$ cat src/rtl/hilo_pkg.sv
// Shared types for the HI/LO multiply/divide unit: operation encoding and FSM states.
package hilo_pkg;

    typedef enum logic [1:0] {
        OP_MULT  = 2'b00,
        OP_MULTU = 2'b01,
        OP_DIV   = 2'b10,
        OP_DIVU  = 2'b11
    } muldiv_op_e;

    typedef enum logic [1:0] {
        IDLE = 2'b00,
        RUN  = 2'b01,
        FIX  = 2'b10
    } hilo_state_e;

endpackage

$ cat src/rtl/hilo_muldiv_regs.sv
// HI/LO architectural register pair, written on the falling edge like the register file.
module hilo_regs #(
    parameter int WIDTH = 16
) (
    input  logic             clk,
    input  logic             rst_n,
    input  logic             we_hi,
    input  logic             we_lo,
    input  logic [WIDTH-1:0] d_hi,
    input  logic [WIDTH-1:0] d_lo,
    output logic [WIDTH-1:0] hi,
    output logic [WIDTH-1:0] lo
);

    logic [WIDTH-1:0] hi_reg;
    logic [WIDTH-1:0] lo_reg;

    always_ff @(negedge clk) begin
        if (!rst_n) begin
            hi_reg <= '0;
            lo_reg <= '0;
        end else begin
            if (we_hi) hi_reg <= d_hi;
            if (we_lo) lo_reg <= d_lo;
        end
    end

    assign hi = hi_reg;
    assign lo = lo_reg;

endmodule

$ cat src/rtl/hilo_muldiv.sv
// HI/LO unit with an iterative shift-add multiplier and restoring divider.
// Operands run as magnitudes; the sign is reapplied in FIX before commit.
module hilo_muldiv
    import hilo_pkg::*;
#(
    parameter int WIDTH     = 16,
    parameter bit SIGNED_EN = 1'b1
) (
    input  logic             clk,
    input  logic             rst_n,
    input  logic             start,
    input  logic [1:0]       op,
    input  logic [WIDTH-1:0] a,
    input  logic [WIDTH-1:0] b,
    input  logic             wehi,
    input  logic             welo,
    input  logic [WIDTH-1:0] wd,
    output logic [WIDTH-1:0] hi,
    output logic [WIDTH-1:0] lo,
    output logic             busy,
    output logic             done,
    output logic             div_by_zero
);

    localparam int CW = $clog2(WIDTH + 1);

    hilo_state_e      state_reg, state_next;
    logic [CW-1:0]    cnt_reg;
    logic [WIDTH:0]   acc_hi_reg;   // partial product high half / remainder
    logic [WIDTH-1:0] acc_lo_reg;   // multiplier bits / dividend-then-quotient
    logic [WIDTH-1:0] opb_reg;
    logic             is_div_reg, neg_q_reg, neg_r_reg, dz_reg;
    logic             done_reg, dbz_reg;

    muldiv_op_e       op_e;
    logic             op_is_div, op_signed, neg_a, neg_b, b_zero, accept;
    logic [WIDTH-1:0] mag_a, mag_b;

    assign op_e      = muldiv_op_e'(op);
    assign op_is_div = (op_e == OP_DIV) || (op_e == OP_DIVU);
    assign op_signed = SIGNED_EN && ((op_e == OP_MULT) || (op_e == OP_DIV));
    assign neg_a     = op_signed && a[WIDTH-1];
    assign neg_b     = op_signed && b[WIDTH-1];
    assign mag_a     = neg_a ? (~a + 1'b1) : a;
    assign mag_b     = neg_b ? (~b + 1'b1) : b;
    assign b_zero    = (b == '0);
    assign accept    = (state_reg == IDLE) && start;

    // One iteration of each engine.
    logic [WIDTH:0]   mul_sum;
    logic [WIDTH:0]   div_sh;
    logic [WIDTH-1:0] div_diff;
    logic             div_ge;

    assign mul_sum  = acc_lo_reg[0] ? (acc_hi_reg + {1'b0, opb_reg}) : acc_hi_reg;
    assign div_sh   = {acc_hi_reg[WIDTH-1:0], acc_lo_reg[WIDTH-1]};
    assign div_ge   = (div_sh >= {1'b0, opb_reg});
    assign div_diff = div_sh[WIDTH-1:0] - opb_reg;

    // Sign correction of the finished magnitude result.
    logic [2*WIDTH-1:0] prod_mag, prod_fix;
    logic [WIDTH-1:0]   res_hi, res_lo;

    assign prod_mag = {acc_hi_reg[WIDTH-1:0], acc_lo_reg};
    assign prod_fix = neg_q_reg ? (~prod_mag + 1'b1) : prod_mag;

    always_comb begin
        res_hi = prod_fix[2*WIDTH-1:WIDTH];
        res_lo = prod_fix[WIDTH-1:0];
        if (dz_reg) begin
            res_hi = acc_hi_reg[WIDTH-1:0];
            res_lo = acc_lo_reg;
        end else if (is_div_reg) begin
            res_lo = neg_q_reg ? (~acc_lo_reg + 1'b1) : acc_lo_reg;
            res_hi = neg_r_reg ? (~acc_hi_reg[WIDTH-1:0] + 1'b1) : acc_hi_reg[WIDTH-1:0];
        end
    end

    always_ff @(negedge clk) begin
        if (!rst_n) state_reg <= IDLE;
        else        state_reg <= state_next;
    end

    always_comb begin
        state_next = state_reg;
        case (state_reg)
            IDLE: if (start) state_next = (op_is_div && b_zero) ? FIX : RUN;
            RUN:  if (cnt_reg == CW'(1)) state_next = FIX;
            FIX:  state_next = IDLE;
            default: state_next = IDLE;
        endcase
    end

    always_ff @(negedge clk) begin
        if (!rst_n) begin
            cnt_reg    <= '0;
            acc_hi_reg <= '0;
            acc_lo_reg <= '0;
            opb_reg    <= '0;
            is_div_reg <= 1'b0;
            neg_q_reg  <= 1'b0;
            neg_r_reg  <= 1'b0;
            dz_reg     <= 1'b0;
            done_reg   <= 1'b0;
            dbz_reg    <= 1'b0;
        end else begin
            done_reg <= (state_reg == FIX);
            dbz_reg  <= (state_reg == FIX) && dz_reg;
            if (accept) begin
                cnt_reg    <= CW'(WIDTH);
                is_div_reg <= op_is_div;
                opb_reg    <= mag_b;
                if (op_is_div && b_zero) begin
                    // Divide by zero skips the engine: HI gets the raw dividend.
                    acc_hi_reg <= {1'b0, a};
                    acc_lo_reg <= '1;
                    dz_reg     <= 1'b1;
                    neg_q_reg  <= 1'b0;
                    neg_r_reg  <= 1'b0;
                end else begin
                    acc_hi_reg <= '0;
                    acc_lo_reg <= mag_a;
                    dz_reg     <= 1'b0;
                    neg_q_reg  <= neg_a ^ neg_b;
                    neg_r_reg  <= neg_a;
                end
            end else if (state_reg == RUN) begin
                cnt_reg <= cnt_reg - 1'b1;
                if (is_div_reg) begin
                    acc_hi_reg <= {1'b0, (div_ge ? div_diff : div_sh[WIDTH-1:0])};
                    acc_lo_reg <= {acc_lo_reg[WIDTH-2:0], div_ge};
                end else begin
                    acc_hi_reg <= {1'b0, mul_sum[WIDTH:1]};
                    acc_lo_reg <= {mul_sum[0], acc_lo_reg[WIDTH-1:1]};
                end
            end
        end
    end

    // Engine commit wins in FIX; direct writes only when idle and not starting.
    logic             we_hi, we_lo, direct_ok;
    logic [WIDTH-1:0] d_hi, d_lo;

    assign direct_ok = (state_reg == IDLE) && !start;
    assign we_hi     = (state_reg == FIX) || (direct_ok && wehi);
    assign we_lo     = (state_reg == FIX) || (direct_ok && welo);
    assign d_hi      = (state_reg == FIX) ? res_hi : wd;
    assign d_lo      = (state_reg == FIX) ? res_lo : wd;

    hilo_regs #(.WIDTH(WIDTH)) u_regs (
        .clk   (clk),
        .rst_n (rst_n),
        .we_hi (we_hi),
        .we_lo (we_lo),
        .d_hi  (d_hi),
        .d_lo  (d_lo),
        .hi    (hi),
        .lo    (lo)
    );

    assign busy        = (state_reg != IDLE);
    assign done        = done_reg;
    assign div_by_zero = dbz_reg;

endmodule
$ cat config.mk
export PLATFORM = sky130hd
export DESIGN_NAME = hilo_muldiv
export DESIGN_NICKNAME = d
export VERILOG_FILES = /design/src/rtl/hilo_pkg.sv /design/src/rtl/hilo_muldiv_regs.sv /design/src/rtl/hilo_muldiv.sv
export SDC_FILE = /design/constraint.sdc
export NUM_CORES = 1
export LEC_CHECK = 0
export CAP_MARGIN = 20
export CELL_PAD_IN_SITES_DETAIL_PLACEMENT = 0
export CELL_PAD_IN_SITES_GLOBAL_PLACEMENT = 1
export CORE_ASPECT_RATIO = 1.5
export CORE_UTILIZATION = 39
export CTS_BUF_LIST = sky130_fd_sc_hd__clkbuf_8
export CTS_CLUSTER_SIZE = 25
export DETAILED_ROUTE_END_ITERATION = 10
export GPL_TIMING_DRIVEN = 0
export PLACE_DENSITY = 0.82
export SLEW_MARGIN = 20
export SYNTH_ARGS = -nofsm -noshare
export SYNTH_HDL_FRONTEND = slang
export SYNTH_SLANG_ARGS = --single-unit
$ cat constraint.sdc
create_clock -name clk -period 2.8 [get_ports clk]
set_input_delay 0.28 -clock clk [delete_from_list [all_inputs] [get_ports clk]]
set_output_delay 0.28 -clock clk [all_outputs]
set_load 0.005 [all_outputs]
==> summary.txt <==
Critical path
  • Maximum fanout along the worst path: 4
  • Req. time, crit path: around 1.7 ns
  • Critical path's top delay family: simple AND/OR/NAND/NOR gates
  • Arrival time at the worst endpoint: 2.19 ns
  • Kind of critical path: in2reg
  • Worst-path cell chain: buf_12 > inv_8 > ha_4 > or4b_4 > or4_4 > o41ai_2 > xor2_1 > a221oi_2 > a21oi_1 > nor2_1
  • Buf/Inv on CP: 2
  • R2R depth: 9
  • Worst path slowest cell: or4b_4
  • Crit path largest cell delay: 0.45 ns
  • CP Launch Type: input port
  • Reg-to-Reg End: acc_hi_reg[15]
  • FF-to-FF Start: acc_hi_reg[0]
  • Crit. End Element: flop
  • Setup slack, reg-to-reg: -0.15 ns

GRT
  • GR met1 Demand/Resource: between 20 and 30%
  • Overall Global Routing Usage: ~31%
  • First-pass GRT wire length: around 46000 um
  • Initial antenna violation count: 0
  • Most Used Layer, Global Route: met2
  • Largest net degree at the start of global routing: 19
  • Grt ovf: 0
  • Routing usage on met2: ~57%
  • Number of global-route vias before repair: 8633
  • Met3 Use GR: under 10%

Layout
  • ANT cells: 0
  • Area delta synth->final: 37.9%
  • FILL cells: ~1900
  • Nets: about 1300
  • Final cell count without fillers: roughly 1500
  • Layout cells sized above 1: about a fifth
  • Layout Cell Area excl Fill: 10400 um^2

Synthesis
  • Synth async-reset ratio: 0%
  • Distinct cell type count after synthesis: 72
  • Syn avg cell area: between 7 and 8 um^2
  • Number of synthesized flops with an enable pin: 0
  • Flops & latches, synth: 93
  • Sequential fraction of the synthesis area: between 20% and 30%
  • Ys Warns: 0
  • Mapped Nets: ~1100
  • Netlist Area Pre-Place: 7540 um^2
  • Top FF cell, synth: dfxtp_1
  • Post-Synthesis Cells: between 900 and 1000

Routing
  • Final antenna-violating net count: 0
  • Vias per cell: between 5 and 6
  • DRC: 0
  • Via count: 8646
  • Initial DRC count: 520
  • WL final: between 30000 and 40000 um
  • TritonRoute pass-1 iters: 7
  • DR WL/cell: between 20 and 25 um

CTS
  • # clock sinks: 93
  • Worst skew pair latency: around 0.47 ns
  • CTS max path bufs: 2
  • CTS tree: built
  • TritonCTS Buffers: 9
  • Clock slew at reported path FFs: approximately 0.04 ns
  • H-tree levels: 3
  • Root Buffer Master: clkbuf_8

Die
  • Die Footprint: 19900 um^2
  • Die width: roughly 120 um
  • Core area: about 19000 um^2
  • Die height: ~170 um
  • Initial core utilization: between 40 and 50%
  • Row count: 61
  • I/O Pins: 90

Run status
  • Status: complete, but fails checks
  • Violated checks: setup timing

Flow run
  • Max cap viols: 0

Power
  • Tot Pwr: about 0.0057 W
  • Leakage: ~4.5 nW
  • Power per cell area: approximately 550 nW/um^2
  • Max IR drop VDD: 0.000247 V

Placement
  • Post-Place Cells: between 1000 and 1500
  • Pre-CTS setup slack: -1.77 ns
  • Hpwl dp: approximately 23000 um
  • Port buffer count: approximately 90
  • Placer Congestion: between 0.9 and 1
  • Placed cell areas: around 9000 um^2

Hold path
  • Hold path startpoint: opb_reg[15]
  • Endpoint, Worst Hold: opb_reg[15]
  • Worst min path class: reg2reg
  • Hold Path Stages: 2

Timing
  • Fin Hold WS: approximately 0.48 ns
  • RSZ-0062 raised after global routing: yes
  • Final setup viols: 46
  • Final WS setup: -0.490 ns
  • Final Slew Violations: 0
  • Least-Margin Pin Slew: between 1 and 1.5 ns
  • Worst rel slew slack: about a third
  • Final hold vios: 0
  • Clk_skew: between 0.04 and 0.05 ns
metal layers:
metal,routed length [um],part of all wire [%],vias up
li1,-,-,4119
met1,10600,35,4012
met2,15700,52,385
met3,1860,6.1,130
met4,2140,7.1,0
met5,0,0,-
stage by stage:
stage | setup TNS (ns) | utilization [%]
global route | -14.71 | 55.4
detailed placement | -97.11 | 47.8
floorplan | -16.96 | -
global placement | -96.82 | 47.8
CTS | -13.52 | 53.7
finish | -11.87 | 55.4
worst register-to-register path, delay by kind of cell, from the launching register on:
family	cells	cell delay (ns)
AO/OA/AOI/OAI	7	1.66
adder cells (fa/ha/maj)	2	0.76
flip-flops	1	0.42
worst max-delay path by stage:
stage | slack, ns | depth (start not counted) | start | endpoint
floorplan | -0.78 | 9 | a[0] | acc_lo_reg[14]
global placement | -1.74 | 7 | a[0] | acc_lo_reg[13]
detailed placement | -1.77 | 7 | a[0] | acc_lo_reg[13]
CTS | -0.49 | 10 | a[0] | acc_lo_reg[14]
global route | -0.56 | 10 | a[1] | acc_lo_reg[14]
finish | -0.49 | 10 | a[1] | acc_lo_reg[14]
cells by family after synthesis:
kind of cell / count (synthesis) / synth area share, %
and+or+nand+nor: 315 / 20.0
buffers and inverters: 108 / 5.56
AOI/OAI and AO/OA: 316 / 27.6
muxes: 49 / 6.69
xor gates and xnor gates: 75 / 8.71
adders and majority gates: 40 / 6.83
DFF: 93 / 24.7
cell usage in the layout, fill, tap and decap left out, drive strengths merged, types with 5 or more instances in the layout:
master and n:
inv 144, nor2 118, a21oi 95, dfxtp 93
buf 75, nand2 73, o21ai 59, clkbuf 57
xnor2 44, a211oi 42, dlygate4sd2 40, mux2i 38
ha 38, xor2 31, clkdlybuf4s50 24, nor3 21
nand3 20, nand2b 17, o31ai 17, a221oi 17
a31oi 14, nor2b 14, nor4 12, a21o 11
mux2 11, o41ai 9, and2 7, o211ai 6
o22ai 6, or3 6, nand4 5
final cells by class:
cell class	count	area (um^2)	share of cell area (%)
Sequential cell	93	1870	18.0
Clock inverter	100	428	4.11
Timing Repair Buffer	133	1230	11.9
Buffer	59	354	3.40
Clock buffer	9	124	1.19
Tap cell	252	315	3.03
Inverter	47	211	2.03
Multi-Input combinational cell	796	5870	56.4
synthesized netlist by cell type, types with 11 or more instances:
master	number	area share, %
nor2_1	117	5.8
a21oi_1	95	6.3
dfxtp_1	93	25
nand2_1	72	3.6
o21ai_0	56	3.7
clkbuf_1	46	2.3
inv_1	46	2.3
xnor2_1	44	5.1
a211oi_1	42	4.2
ha_1	38	6.3
mux2i_1	38	5.0
xor2_1	31	3.6
nand3_1	20	1.3
nor3_1	20	1.3
a221oi_1	17	2.0
nand2b_1	17	1.4
o31ai_1	17	1.7
a31oi_1	14	1.2
nor2b_1	14	1.2
a21o_1	11	1.1
mux2_2	11	1.6
repair_timing:
action                                  4_1_cts  5_1_grt
pin swaps                                    32       37
endpoints found under the hold margin         0        0
setup buffers                                34       13
gates resized for setup                     240       62
endpoints found under the setup margin      123       70
hold buffers                                  0        0
cloned                                        0        2
where the power goes:
part	internal (W)	switching (W)	total [W]
sequential	0.00148	0.000185	0.00166
combinational	0.00102	0.00150	0.00253
clock	0.000532	0.000986	0.00152
No activity file was read; power rests on OpenSTA's default activity.
